--- src/rtl/id_wide.sv ---
// id_wide: WIDTH-lane instruction decode with intra-group hazard tracking and a
// one-entry valid/ready output stage. Optional counters under ID_PERF_CNT_EN.
module id_wide #(
    parameter int WIDTH  = 2,
    parameter int ADDR_W = 32,
    parameter int GHR_W  = 5,
    localparam int LW    = (WIDTH > 1) ? $clog2(WIDTH) : 1
) (
    input  logic                      clk,
    input  logic                      rst,
    input  logic                      flush,
`ifdef ID_PERF_CNT_EN
    input  logic                      perf_clear,
    output logic [31:0]               perf_group_cnt,
    output logic [31:0]               perf_stall_cnt,
`endif
    input  logic                      in_valid,
    output logic                      in_ready,
    input  logic [WIDTH-1:0]          in_lane_mask,
    input  logic [WIDTH*ADDR_W-1:0]   in_pc,
    input  logic [WIDTH*32-1:0]       in_inst,
    input  logic [WIDTH-1:0]          in_is_branch_taken,
    input  logic [WIDTH*GHR_W-1:0]    in_pht_index,
    output logic [2*WIDTH-1:0]        reg_read_en,
    output logic [2*WIDTH*5-1:0]      reg_read_addr,
    input  logic [2*WIDTH-1:0]        reg_read_is_rsid,
    input  logic [2*WIDTH*32-1:0]     reg_read_data,
    output logic                      out_valid,
    input  logic                      out_ready,
    output logic [WIDTH-1:0]          out_lane_mask,
    output logic [WIDTH*ADDR_W-1:0]   out_pc,
    output logic [WIDTH*32-1:0]       out_inst,
    output logic [WIDTH-1:0]          out_is_branch_taken,
    output logic [WIDTH*GHR_W-1:0]    out_pht_index,
    output logic [2*WIDTH-1:0]        out_opnd_en,
    output logic [2*WIDTH*32-1:0]     out_opnd_data,
    output logic [2*WIDTH-1:0]        out_opnd_is_rsid,
    output logic [2*WIDTH-1:0]        out_opnd_dep,
    output logic [2*WIDTH*LW-1:0]     out_opnd_dep_lane,
    output logic [WIDTH-1:0]          out_write_en,
    output logic [WIDTH*5-1:0]        out_write_addr
);

    typedef struct packed {
        logic       use_rs;
        logic       use_rt;
        logic       wr_en;
        logic [4:0] wr_addr;
    } dec_t;

    // Register usage of one instruction; sources/destinations equal to $0 are dropped.
    function automatic dec_t decode(input logic [5:0] op, input logic [4:0] rs,
                                    input logic [4:0] rt, input logic [4:0] rd,
                                    input logic [5:0] funct);
        dec_t d;
        d = '0;
        case (op) inside
            6'h00: begin
                d.use_rs = 1'b1;
                if (funct == 6'h08) begin
                    d.use_rt = 1'b0;
                end else if (funct == 6'h09) begin
                    d.wr_en   = 1'b1;
                    d.wr_addr = rd;
                end else begin
                    d.use_rt  = 1'b1;
                    d.wr_en   = 1'b1;
                    d.wr_addr = rd;
                end
            end
            [6'h08:6'h0E], [6'h20:6'h25]: begin
                d.use_rs  = 1'b1;
                d.wr_en   = 1'b1;
                d.wr_addr = rt;
            end
            6'h0F: begin
                d.wr_en   = 1'b1;
                d.wr_addr = rt;
            end
            [6'h28:6'h2B], 6'h04, 6'h05: begin
                d.use_rs = 1'b1;
                d.use_rt = 1'b1;
            end
            6'h01: begin
                d.use_rs = 1'b1;
                if (rt == 5'h10 || rt == 5'h11) begin
                    d.wr_en   = 1'b1;
                    d.wr_addr = 5'd31;
                end
            end
            6'h06, 6'h07: d.use_rs = 1'b1;
            6'h03: begin
                d.wr_en   = 1'b1;
                d.wr_addr = 5'd31;
            end
            default: d = '0;
        endcase
        if (rs == 5'd0) d.use_rs = 1'b0;
        if (rt == 5'd0) d.use_rt = 1'b0;
        if (!d.wr_en || d.wr_addr == 5'd0) begin
            d.wr_en   = 1'b0;
            d.wr_addr = 5'd0;
        end
        return d;
    endfunction

    dec_t dec [WIDTH];
    logic accept;
    logic capture;

    assign in_ready = !out_valid || out_ready;
    assign accept   = in_valid && in_ready;
    assign capture  = accept && !flush;

    always_comb begin : decode_lanes
        for (int k = 0; k < WIDTH; k++) begin
            dec[k] = in_lane_mask[k] ?
                     decode(in_inst[k*32+26 +: 6], in_inst[k*32+21 +: 5], in_inst[k*32+16 +: 5],
                            in_inst[k*32+11 +: 5], in_inst[k*32 +: 6]) : '0;
        end
    end

    logic [2*WIDTH-1:0]      nxt_opnd_en;
    logic [2*WIDTH*32-1:0]   nxt_opnd_data;
    logic [2*WIDTH-1:0]      nxt_opnd_is_rsid;
    logic [2*WIDTH-1:0]      nxt_opnd_dep;
    logic [2*WIDTH*LW-1:0]   nxt_opnd_dep_lane;
    logic [WIDTH-1:0]        nxt_write_en;
    logic [WIDTH*5-1:0]      nxt_write_addr;
    logic [WIDTH*ADDR_W-1:0] nxt_pc;
    logic [WIDTH*32-1:0]     nxt_inst;
    logic [WIDTH-1:0]        nxt_bt;
    logic [WIDTH*GHR_W-1:0]  nxt_pht;

    always_comb begin : operands
        logic [4:0]    src;
        logic          used;
        logic          dep;
        logic [LW-1:0] dep_lane;
        // NOTE: every output of this block gets a default first, so no path leaves
        // a value unassigned and no latch is inferred.
        src               = '0;
        used              = 1'b0;
        dep               = 1'b0;
        dep_lane          = '0;
        reg_read_en       = '0;
        reg_read_addr     = '0;
        nxt_opnd_en       = '0;
        nxt_opnd_data     = '0;
        nxt_opnd_is_rsid  = '0;
        nxt_opnd_dep      = '0;
        nxt_opnd_dep_lane = '0;
        nxt_write_en      = '0;
        nxt_write_addr    = '0;
        nxt_pc            = '0;
        nxt_inst          = '0;
        nxt_bt            = '0;
        nxt_pht           = '0;
        for (int j = 0; j < WIDTH; j++) begin
            nxt_write_en[j]        = dec[j].wr_en;
            nxt_write_addr[j*5 +: 5] = dec[j].wr_addr;
            if (in_lane_mask[j]) begin
                nxt_pc[j*ADDR_W +: ADDR_W] = in_pc[j*ADDR_W +: ADDR_W];
                nxt_inst[j*32 +: 32]       = in_inst[j*32 +: 32];
                nxt_bt[j]                  = in_is_branch_taken[j];
                nxt_pht[j*GHR_W +: GHR_W]  = in_pht_index[j*GHR_W +: GHR_W];
            end
            for (int p = 0; p < 2; p++) begin
                src      = (p == 0) ? in_inst[j*32+21 +: 5] : in_inst[j*32+16 +: 5];
                used     = (p == 0) ? dec[j].use_rs : dec[j].use_rt;
                dep      = 1'b0;
                dep_lane = '0;
                // Later lanes overwrite, leaving the nearest earlier producer.
                for (int i = 0; i < WIDTH; i++) begin
                    if (i < j && used && dec[i].wr_en && dec[i].wr_addr == src) begin
                        dep      = 1'b1;
                        dep_lane = LW'(i);
                    end
                end
                reg_read_en[2*j+p]                 = used && accept;
                reg_read_addr[(2*j+p)*5 +: 5]      = (used && accept) ? src : 5'd0;
                nxt_opnd_en[2*j+p]                 = used;
                nxt_opnd_dep[2*j+p]                = dep;
                nxt_opnd_dep_lane[(2*j+p)*LW +: LW] = dep_lane;
                if (used && !dep) begin
                    nxt_opnd_data[(2*j+p)*32 +: 32] = reg_read_data[(2*j+p)*32 +: 32];
                    nxt_opnd_is_rsid[2*j+p]         = reg_read_is_rsid[2*j+p];
                end
            end
        end
    end

    // NOTE: state registers use non-blocking assignments so every flop samples
    // the pre-edge values regardless of statement order.
    always_ff @(posedge clk or negedge rst) begin
        if (!rst) begin
            // NOTE: the held payload is reset along with out_valid so a stalled
            // group never leaks stale data after reset.
            out_valid           <= 1'b0;
            out_lane_mask       <= '0;
            out_pc              <= '0;
            out_inst            <= '0;
            out_is_branch_taken <= '0;
            out_pht_index       <= '0;
            out_opnd_en         <= '0;
            out_opnd_data       <= '0;
            out_opnd_is_rsid    <= '0;
            out_opnd_dep        <= '0;
            out_opnd_dep_lane   <= '0;
            out_write_en        <= '0;
            out_write_addr      <= '0;
        end else if (flush) begin
            out_valid <= 1'b0;
        end else if (capture) begin
            out_valid           <= 1'b1;
            out_lane_mask       <= in_lane_mask;
            out_pc              <= nxt_pc;
            out_inst            <= nxt_inst;
            out_is_branch_taken <= nxt_bt;
            out_pht_index       <= nxt_pht;
            out_opnd_en         <= nxt_opnd_en;
            out_opnd_data       <= nxt_opnd_data;
            out_opnd_is_rsid    <= nxt_opnd_is_rsid;
            out_opnd_dep        <= nxt_opnd_dep;
            out_opnd_dep_lane   <= nxt_opnd_dep_lane;
            out_write_en        <= nxt_write_en;
            out_write_addr      <= nxt_write_addr;
        end else if (out_ready) begin
            out_valid <= 1'b0;
        end
    end

`ifdef ID_PERF_CNT_EN
    always_ff @(posedge clk or negedge rst) begin
        if (!rst) begin
            perf_group_cnt <= '0;
            perf_stall_cnt <= '0;
        end else if (perf_clear) begin
            perf_group_cnt <= '0;
            perf_stall_cnt <= '0;
        end else begin
            if (accept) perf_group_cnt <= perf_group_cnt + 32'd1;
            if (in_valid && !in_ready) perf_stall_cnt <= perf_stall_cnt + 32'd1;
        end
    end
`endif

endmodule

--- config.mk ---
export PLATFORM = sky130hd
export DESIGN_NAME = id_wide
export DESIGN_NICKNAME = d
export VERILOG_FILES = /design/src/rtl/id_wide.sv
export SDC_FILE = /design/constraint.sdc
export NUM_CORES = 1
export LEC_CHECK = 0
export ABC_AREA = 1
export BUFFER_PORTS_ARGS = -buffer_cell sky130_fd_sc_hd__buf_2
export CAP_MARGIN = 5
export CELL_PAD_IN_SITES_DETAIL_PLACEMENT = 0
export CELL_PAD_IN_SITES_GLOBAL_PLACEMENT = 2
export CORE_ASPECT_RATIO = 0.5
export CORE_MARGIN = 2
export CORE_UTILIZATION = 23
export CTS_CLUSTER_DIAMETER = 120
export DETAILED_ROUTE_END_ITERATION = 7
export PLACE_DENSITY = 0.72
export RECOVER_POWER = 100
export SETUP_SLACK_MARGIN = 0.15
export SLEW_MARGIN = 25
export SYNTH_ARGS = -nofsm -noshare
export SYNTH_HDL_FRONTEND = slang
export SYNTH_SLANG_ARGS = --single-unit
--- constraint.sdc ---
create_clock -name clk -period 2.1 [get_ports clk]
set_input_delay 0.42 -clock clk [delete_from_list [all_inputs] [get_ports clk]]
set_output_delay 0.42 -clock clk [all_outputs]
set_load 0.005 [all_outputs]
==> results of run 1 <==
-- area by class of cell --
class                           instances  area (um^2)  share of cell area
Antenna cell                            8         20.0             0.00107
Clock buffer                           43          871              0.0466
Clock inverter                          7         88.8             0.00476
Inverter                               67          293              0.0157
Multi-Input combinational cell        908         4760               0.255
Sequential cell                       293         7330               0.393
Tap cell                              701          877              0.0470
Timing Repair Buffer                  768         4420               0.237
-- critical path: cells and delay by family --
kind / cells / cell delay, ns
and+or+nand+nor: 4 / 0.64
AOI/OAI and AO/OA: 3 / 0.59
buffers and inverters: 2 / 0.23
-- worst min path at each step --
stage | from | to | slack (ns) | cells after the start
after floorplan | rst | out_inst[0] | 0.12 | 0
after global routing | in_pc[32] | out_pc[32] | 0.01 | 2
after CTS | in_pc[50] | out_pc[50] | 0.001 | 2
final | in_pc[32] | out_pc[32] | 0.03 | 2
after global placement | rst | out_pc[38] | 0.42 | 1
after detailed placement | rst | out_pc[38] | 0.42 | 1
-- kinds of logic after synthesis --
| group | share of synthesized area |
|---|---|
| buffers and inverters | 0.0546 |
| other | 0.000305 |
| AO/OA/AOI/OAI | 0.0737 |
| flip-flops | 0.597 |
| AND/OR/NAND/NOR | 0.271 |
| XOR/XNOR | 0.00204 |
| multiplexers | 0.00183 |
-- power by group through the flow --
stage                     clock network [mW]  logic, mW  registers (mW)
final                                   5.62       2.31            6.40
after global routing                    6.01       2.53            6.45
after CTS                               5.78       2.41            6.38
after detailed placement                   0       2.32            6.48
after global placement                     0       2.32            6.48
after floorplan                            0      0.732            6.51
-- per-layer routing --
metal  wire length, um  part of all wire  GRT usage
met3              2070             0.036     0.0358
met5                13           0.00022          0
met1             23600              0.40      0.246
met4              1770             0.030     0.0637
met2             30800              0.53      0.356
-- synth_stat cells, types with 2 or more instances --
library cell and number:
nand2_1 485, dfrtp_1 293, nand3_1 184, o21ai_0 66
inv_1 63, a22o_1 46, clkbuf_1 46, nor2_1 43
nand3_2 23, buf_2 20, a21oi_1 13, nand4_1 8
buf_6 7, buf_1 6, buf_4 6, nor3_1 4
a21oi_2 3, clkinv_1 3, nand2_2 3, nor2_2 3
nor4_1 3, a21boi_0 2, nor2_4 2, o21ai_1 2
-- sequential cells by signal (all words and copies together), names as in the netlist --
| register | count |
|---|---|
| out_opnd_dep | 2 |
| out_inst | 64 |
| out_write_addr | 10 |
| out_pc | 64 |
| out_opnd_is_rsid | 4 |
| out_opnd_data | 128 |
| out_is_branch_taken | 2 |
| out_opnd_en | 4 |
| out_pht_index | 10 |
| out_write_en | 2 |
| out_valid | 1 |
| out_lane_mask | 2 |
-- metrics by stage --
stage / TNS [ns] / hold slack (ns) / util / setup WS (ns) / instances
3_5_place_dp: -37.32 / 0.422 / 0.328 / -0.482 / 2705
2_1_floorplan: 0 / 0.124 / - / 0.0888 / 1353
5_1_grt: -36.10 / 0.00990 / 0.357 / -0.285 / 2795
4_1_cts: -2.54 / 0.00136 / 0.355 / -0.183 / 2774
6_report: -6.88 / 0.0346 / 0.357 / -0.212 / 2795
3_3_place_gp: -32.43 / 0.418 / 0.328 / -0.506 / 2705
-- repair_timing --
action,in CTS,in global routing
buffers inserted,14,10
pin swaps,22,38
hold buffers,5,0
gates cloned,0,3
endpoints found under the hold margin,51,0
endpoints found under the setup margin,24,92
resized for setup,77,80
==> qor.yml, run 1 <==
routed_via_density: 4.36
hp-class: "in2reg"
worst_clock_skew_ns: 0.00756
slowest_stage: "a311oi_4"
yosysWarnings: 0
drv_slew: 55
cts_made_buffers: 31
cts_num_sinks: 293
rrSetupSlack_ns: -0.08
seqPwrFrac: 0.447
vias: 12200
hold_viol: 0
p_switching_mw: 4.14
routed_wl_um: 58200
clockRootBuffer: "clkbuf_16"
rows: 59
h-tree-depth: 1
synth_top_area_cell: "dfrtp_1"
maxSlewHeadroom: -0.0589
r2r_cells: 7
crit_path_start: "in_inst[31]"
yosysTopAreaCellShare: 0.597
ys_top_cells_by_area: "dfrtp_1 60%, nand2_1 15%, nand3_1 7.5%"
power_mw: 14.3
mostFrequentLayoutCell: "nand2_1"
dieArea_um2: 55400
finalCritPeriodShare: 1.10
cp-end-kind: "output port"
clock_path_buffers: 3
die_w_um: 331
antenna_found_initial: 9
layout_common_cells: "473 x nand2_1, 340 x buf_2, 293 x dfrtp_1"
fillCellCount: 5637
setup_viol: 147
wl_per_cell_um: 20.8
drive_gt1_frac: 0.332
powerDensity_nw_per_um2: 768
drtAntennaViolNets: 0
pwr-share-clk: 0.392
place.gp.congestion: 0.906
stdcell_area_um2: 18700
crit-reg2reg-launch: "out_valid"
intPower_mw: 10.2
syn_to_final_growth_pct: 51.9
cp_slowest_stage_delay_ns: 0.27
status: "complete, but fails checks"
drv_cap: 1
netlist_instances: 1348
worst-path-max-fanout: 7
synth-edff-count: 0
mappedNetlistArea_um2: 12300
period_minus_slack_ns: 2.31
grt_usage: 0.200
layout.nets: 2348
portBuffers: 596
crit_chain: "buf_8, nor2_4, nand2_4, o31ai_4, o21ai_2, a311oi_4, nand2_4, nor2_4, buf_6"
endpoint: "reg_read_addr[9]"
yosys.cell_types.count: 38
path_class: "in2out"
vdd_drop_max_mv: 0.611
grt_overflow_total: 0
power_leakage_nw: 9.82
ys_seq_elements: 293
crit_required_ns: 1.68
dieHeight_um: 167
timing.final.ws_setup_ns: -0.212
worst_pin_slew_ns: 1.59
core_area_um2: 52300
grt_pass1_wl_um: 82000
clkTransAtPathRegs_ns: 0.07
syn_area_per_cell_um2: 9.11
pwr-share-comb: 0.161
grt_start_max_net_pins: 65
placed_area_um2: 17200
max_freq_mhz: 432
ys_seq_area_frac: 0.597
grt_pass1_vias: 11900
start_kind: "input port"
synth_async_sr_flop_share: 1.00
insertion_delay_ns: 0.60
cts_tree: "done"
violations: "max-capacitance violations, max-slew violations, negative setup slack"
drt-initial-drc-count: 789
drt_first_pass_iters: 5
switching_share: 0.289
route.detailed.drc: 0
start_util: 0.235
num_io_pins: 603
rsz0062_at_grt: "true"
rr_endpoint: "out_inst[40]"
synth_ff_type: "dfrtp_1"
critical_path_arrival_ns: 1.89
dpl.hpwl_um: 43600
No activity file was read; power rests on OpenSTA's default activity.
==> run 2, diff against run 1 <==
Settings changed: CAP_MARGIN 5 to 10, CORE_UTILIZATION 23 to 26, PLACE_DENSITY 0.72 to 0.77.
Clock period 2.1 ns to 2.6 ns, I/O delays scaled along.
==> qor.yml, run 2 (synthesized netlist as in run 1, its figures left out) <==
status: "finished clean"
grt_pass1_wl_um: 74300  # -9.4%
multi_input_area_um2: 4440  # -6.9%
portBuffers: 596  # unchanged
cts_num_sinks: 293  # unchanged
grt_pass1_vias: 11100  # -6.7%
worst_pin_slew_ns: 1.46  # -0.130 ns
insertion_delay_ns: 0.59  # about the same
drt_first_pass_iters: 5  # unchanged
max_freq_mhz: 398
crit_required_ns: 2.08  # +0.40 ns
start_kind: "input port"
cp-end-kind: "output port"
layout_common_cells: "480 x nand2_1, 339 x buf_2, 293 x dfrtp_1"
dp_slack_ns: -0.0444  # +0.437 ns
vias: 11600  # -4.6%
drv_cap: 0  # -1
clkTransAtPathRegs_ns: 0.07  # about the same
worst_clock_skew_ns: 0.0155  # +0.00796 ns
rsz0062_at_grt: "true"
die_w_um: 311  # -5.9%
routed_via_density: 4.41  # +1.0%
mostFrequentLayoutCell: "nand2_1"
drt-initial-drc-count: 760  # -3.7%
path_class: "in2out"
routed_wl_um: 52200  # -10%
register_area_um2: 7330  # unchanged
drive_gt1_frac: 0.269  # -0.0630
clock_path_buffers: 3  # unchanged
worst-path-max-fanout: 4  # -3
cts_made_buffers: 31  # unchanged
dpl.hpwl_um: 39200  # -10%
period_minus_slack_ns: 2.51
fin_hold_ws_ns: 0.138  # +0.103 ns
dieHeight_um: 158  # -5.8%
drv_slew: 0  # -100%
largest_reg_flops: 128  # unchanged
post-route-util: 0.370  # +0.0135
setup_tns_ns: 0  # +6.88 ns
antenna_found_initial: 5  # -4
grt_usage: 0.201  # about the same
num_io_pins: 603  # unchanged
hp-class: "in2reg"
powerDensity_nw_per_um2: 679  # -12%
power_leakage_nw: 9.19  # -6.5%
dieArea_um2: 49100  # -11%
fin_cells: 2639  # -5.6%
layout.nets: 2251  # -4.1%
critical_path_arrival_ns: 1.99  # +0.10 ns
rows: 56  # -5.1%
route.detailed.drc: 0  # unchanged
wl_per_cell_um: 19.8  # -5.0%
cts_tree: "done"
fillCellCount: 5043  # -11%
grt_start_max_net_pins: 72  # +11%
clockRootBuffer: "clkbuf_16"
regMostFlops: "out_opnd_data"
grt_overflow_total: 0  # unchanged
hold_viol: 0  # unchanged
setup_viol: 0  # -100%
start_util: 0.263  # +0.0282
finalCritPeriodShare: 0.966
core_area_um2: 46700  # -11%
timing.final.ws_setup_ns: 0.0880  # +0.300 ns
h-tree-depth: 1  # unchanged
reg_top3: "out_opnd_data: 128 flops, out_inst: 64 flops, out_pc: 64 flops"
syn_to_final_growth_pct: 40.8
place.gp.congestion: 0.827  # -8.7%
vdd_drop_max_mv: 0.422  # -31%
drtAntennaViolNets: 0  # unchanged
maxSlewHeadroom: 0.0280  # +0.0868
placed_cells: 2572  # -4.9%
[run 2: power breakdown]
group | switching [mW] | leakage [nW] | internal, mW | total, mW
combinational | 0.984 | 4.72 | 0.634 | 1.62
sequential | 0.211 | 3.93 | 4.95 | 5.16
clock | 1.99 | 0.534 | 2.98 | 4.97
[run 2: layout make-up]
class,instances,share of cell area
inverter,67,0.0154
sequential,293,0.424
clock buffer,44,0.0517
multi-input combinational,908,0.256
tap,638,0.0461
antenna,6,0.000868
timing repair buffer,671,0.193
clock inverter,12,0.0132
[run 2: worst paths after layout]
path	startpoint	end	slack [ns]	depth (start not counted)
setup reg to reg	out_valid	out_pc[50]	0.24	7
hold / removal	in_inst[41]	out_inst[41]	0.14	2
setup / recovery	in_inst[2]	reg_read_addr[9]	0.09	10
hold reg to reg	out_opnd_data[30]	out_opnd_data[30]	0.48	2
max in group asynchronous	rst	out_opnd_data[57]	0.42	3
min in group asynchronous	rst	out_opnd_data[30]	0.82	2
[run 2: timing repair]
item                                   4_1_cts  5_1_grt
resized for setup                           21       41
setup buffers                                0        4
hold buffers                                 1        0
setup endpoints to repair                   23       23
gates cloned                                 0        0
endpoints found under the hold margin       38        0
pin swaps                                    4       15
[run 2: worst max-delay path: stages]
cell and delay [ns]:
buf_2 0.10, nor2_1 0.36, buf_4 0.18, nand4_1 0.11, o21ai_1 0.19, a311oi_4 0.09, nand2_2 0.12, buf_6 0.14
nor2_1 0.04, buf_2 0.13
[run 2: stage by stage]
| stage | power [mW] | instance area (um^2) |
|---|---|---|
| floorplan | 5.84 | 12300 |
| global placement | 6.96 | 16400 |
| detailed placement | 6.96 | 16400 |
| CTS | 12.0 | 17600 |
| global route | 12.3 | 17300 |
| finish | 11.7 | 17300 |
[run 2: metal layers]
| metal | up-vias | GRT usage | wire, um | share of wire |
|---|---|---|---|---|
| li1 | 5639 | - | - | - |
| met1 | 5661 | 0.258 | 21900 | 0.42 |
| met2 | 243 | 0.348 | 26800 | 0.51 |
| met3 | 86 | 0.0334 | 1820 | 0.035 |
| met4 | 2 | 0.0603 | 1620 | 0.031 |
| met5 | - | 0 | 11 | 0.00021 |
==> run 3, diff against run 2 <==
Settings changed: CORE_ASPECT_RATIO 0.5 to 0.7.
==> qor.yml, run 3 (synthesized netlist as in run 1, its figures left out) <==
fin_hold_ws_ns: 0.212  # +0.0738 ns
path_class: "in2out"
core_area_um2: 46600  # -0.34%
status: "finished clean"
drt-initial-drc-count: 744  # -2.1%
syn_to_final_growth_pct: 39.1
endpoint: "reg_read_addr[8]"
stdcell_area_um2: 17100  # -1.2%
clockRootBuffer: "clkbuf_16"
placed_area_um2: 16300  # -0.47%
vdd_drop_max_mv: 0.340  # -20%
grt_usage: 0.197  # -0.00409
maxSlewHeadroom: 0.264  # +0.236
rsz0062_at_grt: "true"
period_minus_slack_ns: 2.43  # -0.0861 ns
dieHeight_um: 186  # +18%
grt_pass1_wl_um: 73900  # -0.58%
worst-path-max-fanout: 3  # -1
rrSetupSlack_ns: 0.34  # +0.10 ns
cts_tree: "done"
max_freq_mhz: 412  # +3.5%
reg_top3: "out_opnd_data: 128 flops, out_inst: 64 flops, out_pc: 64 flops"
hold_viol: 0  # unchanged
route.detailed.drc: 0  # unchanged
grt_pass1_vias: 11800  # +5.8%
critical_path_arrival_ns: 1.91  # -0.08 ns
start_util: 0.264  # +0.000904
drtAntennaViolNets: 0  # unchanged
dieArea_um2: 49000  # -0.16%
setup_viol: 0  # unchanged
h-tree-depth: 2  # +1
layout.nets: 2251  # unchanged
start_kind: "input port"
finalCritPeriodShare: 0.933  # -0.0331
grt_overflow_total: 0  # unchanged
portBuffers: 596  # unchanged
mostFrequentLayoutCell: "nand2_1"
crit-reg2reg-launch: "out_valid"
worst_pin_slew_ns: 1.10  # -0.353 ns
clock_path_buffers: 3  # unchanged
grt_start_max_net_pins: 70  # -2.8%
cts_num_sinks: 293  # unchanged
clkTransAtPathRegs_ns: 0.06  # about the same
drv_slew: 0  # unchanged
antenna_found_initial: 4  # -1
crit_path_start: "in_inst[31]"
power_mw: 11.4  # -3.2%
regMostFlops: "out_opnd_data"
drive_gt1_frac: 0.259  # -0.00990
power_leakage_nw: 9.17  # -0.23%
num_io_pins: 603  # unchanged
cp-end-kind: "output port"
r2r_cells: 7  # unchanged
vias: 11800  # +1.6%
rows: 66  # +18%
powerDensity_nw_per_um2: 666  # -2.0%
routed_wl_um: 50300  # -3.8%
drv_cap: 0  # unchanged
cts_made_buffers: 34  # +9.7%
layout_common_cells: "481 x nand2_1, 346 x buf_2, 293 x dfrtp_1"
post-route-util: 0.367  # -0.00332
rr_endpoint: "out_pc[57]"
largest_reg_flops: 128  # unchanged
insertion_delay_ns: 0.52  # -0.07 ns
hp-class: "in2reg"
routed_via_density: 4.53  # +2.8%
worst_clock_skew_ns: 0.0103  # -0.00524 ns
dpl.hpwl_um: 37300  # -4.7%
drt_first_pass_iters: 5  # unchanged
crit_required_ns: 2.08  # about the same
wl_per_cell_um: 19.3  # -2.7%
die_w_um: 264  # -15%
place.gp.congestion: 0.829  # +0.17%
run 3: cell count changes in the layout (fill, tap and decap cells not counted), sizes merged:
cell and change:
clkbuf +8, buf -6, bufinv -6, clkinv +5, clkinvlp -3, diode -3, inv +1
run 3: worst min-delay path by stage:
stage | startpoint | endpoint | slack, ns | depth (start not counted)
after floorplan | rst | out_inst[0] | 0.22 | 0
after global placement | out_lane_mask[0] | out_lane_mask[0] | 0.45 | 2
after detailed placement | out_opnd_data[20] | out_opnd_data[20] | 0.46 | 2
after CTS | in_inst[40] | out_inst[40] | 0.18 | 2
after global routing | in_pc[56] | out_pc[56] | 0.19 | 2
final | in_inst[40] | out_inst[40] | 0.21 | 2
run 3: layout make-up:
cell class	count	area [um^2]
fill	4996	29500
sequential	293	7330
multi-input combinational	908	4380
timing repair buffer	668	3280
clock buffer	49	977
tap	612	766
inverter	67	267
clock inverter	9	73.8
antenna	3	7.51
run 3: timing repair:
action                                  in CTS  in global routing
hold buffers                                 1                  0
resized for setup                           25                 33
pin swaps                                    5                  9
endpoints found under the setup margin      23                 24
buffers inserted                             5                  2
endpoints found under the hold margin       19                  0
run 3: where the power goes:
part / switching (mW) / internal, mW / total [mW]
Combinational: 0.979 / 0.630 / 1.61
Clock: 1.97 / 2.63 / 4.60
Sequential: 0.220 / 4.95 / 5.17
run 3: worst max-delay path, stage by stage:
cell      delay (ns)
buf_6           0.10
nor2_4          0.12
nand2_2         0.08
o31ai_4         0.20
o21ai_2         0.10
a311oi_4        0.29
nand2_1         0.15
buf_6           0.16
nor2_4          0.07
buf_2           0.12
run 3: per-layer routing:
layer	GRT usage	routed length [um]	vias to the layer above
met4	0.0545	1170	0
met5	0	0	-
li1	-	-	5640
met3	0.0544	3620	68
met1	0.253	21600	5732
met2	0.326	23900	382
run 3: stage by stage:
stage	setup WS [ns]	cells	TNS [ns]
4_1_cts	0.152	2604	0
5_1_grt	0.0716	2609	0
6_report	0.174	2609	0
3_3_place_gp	-0.0777	2540	-0.223
3_5_place_dp	-0.0712	2540	-0.206
2_1_floorplan	0.258	1353	0
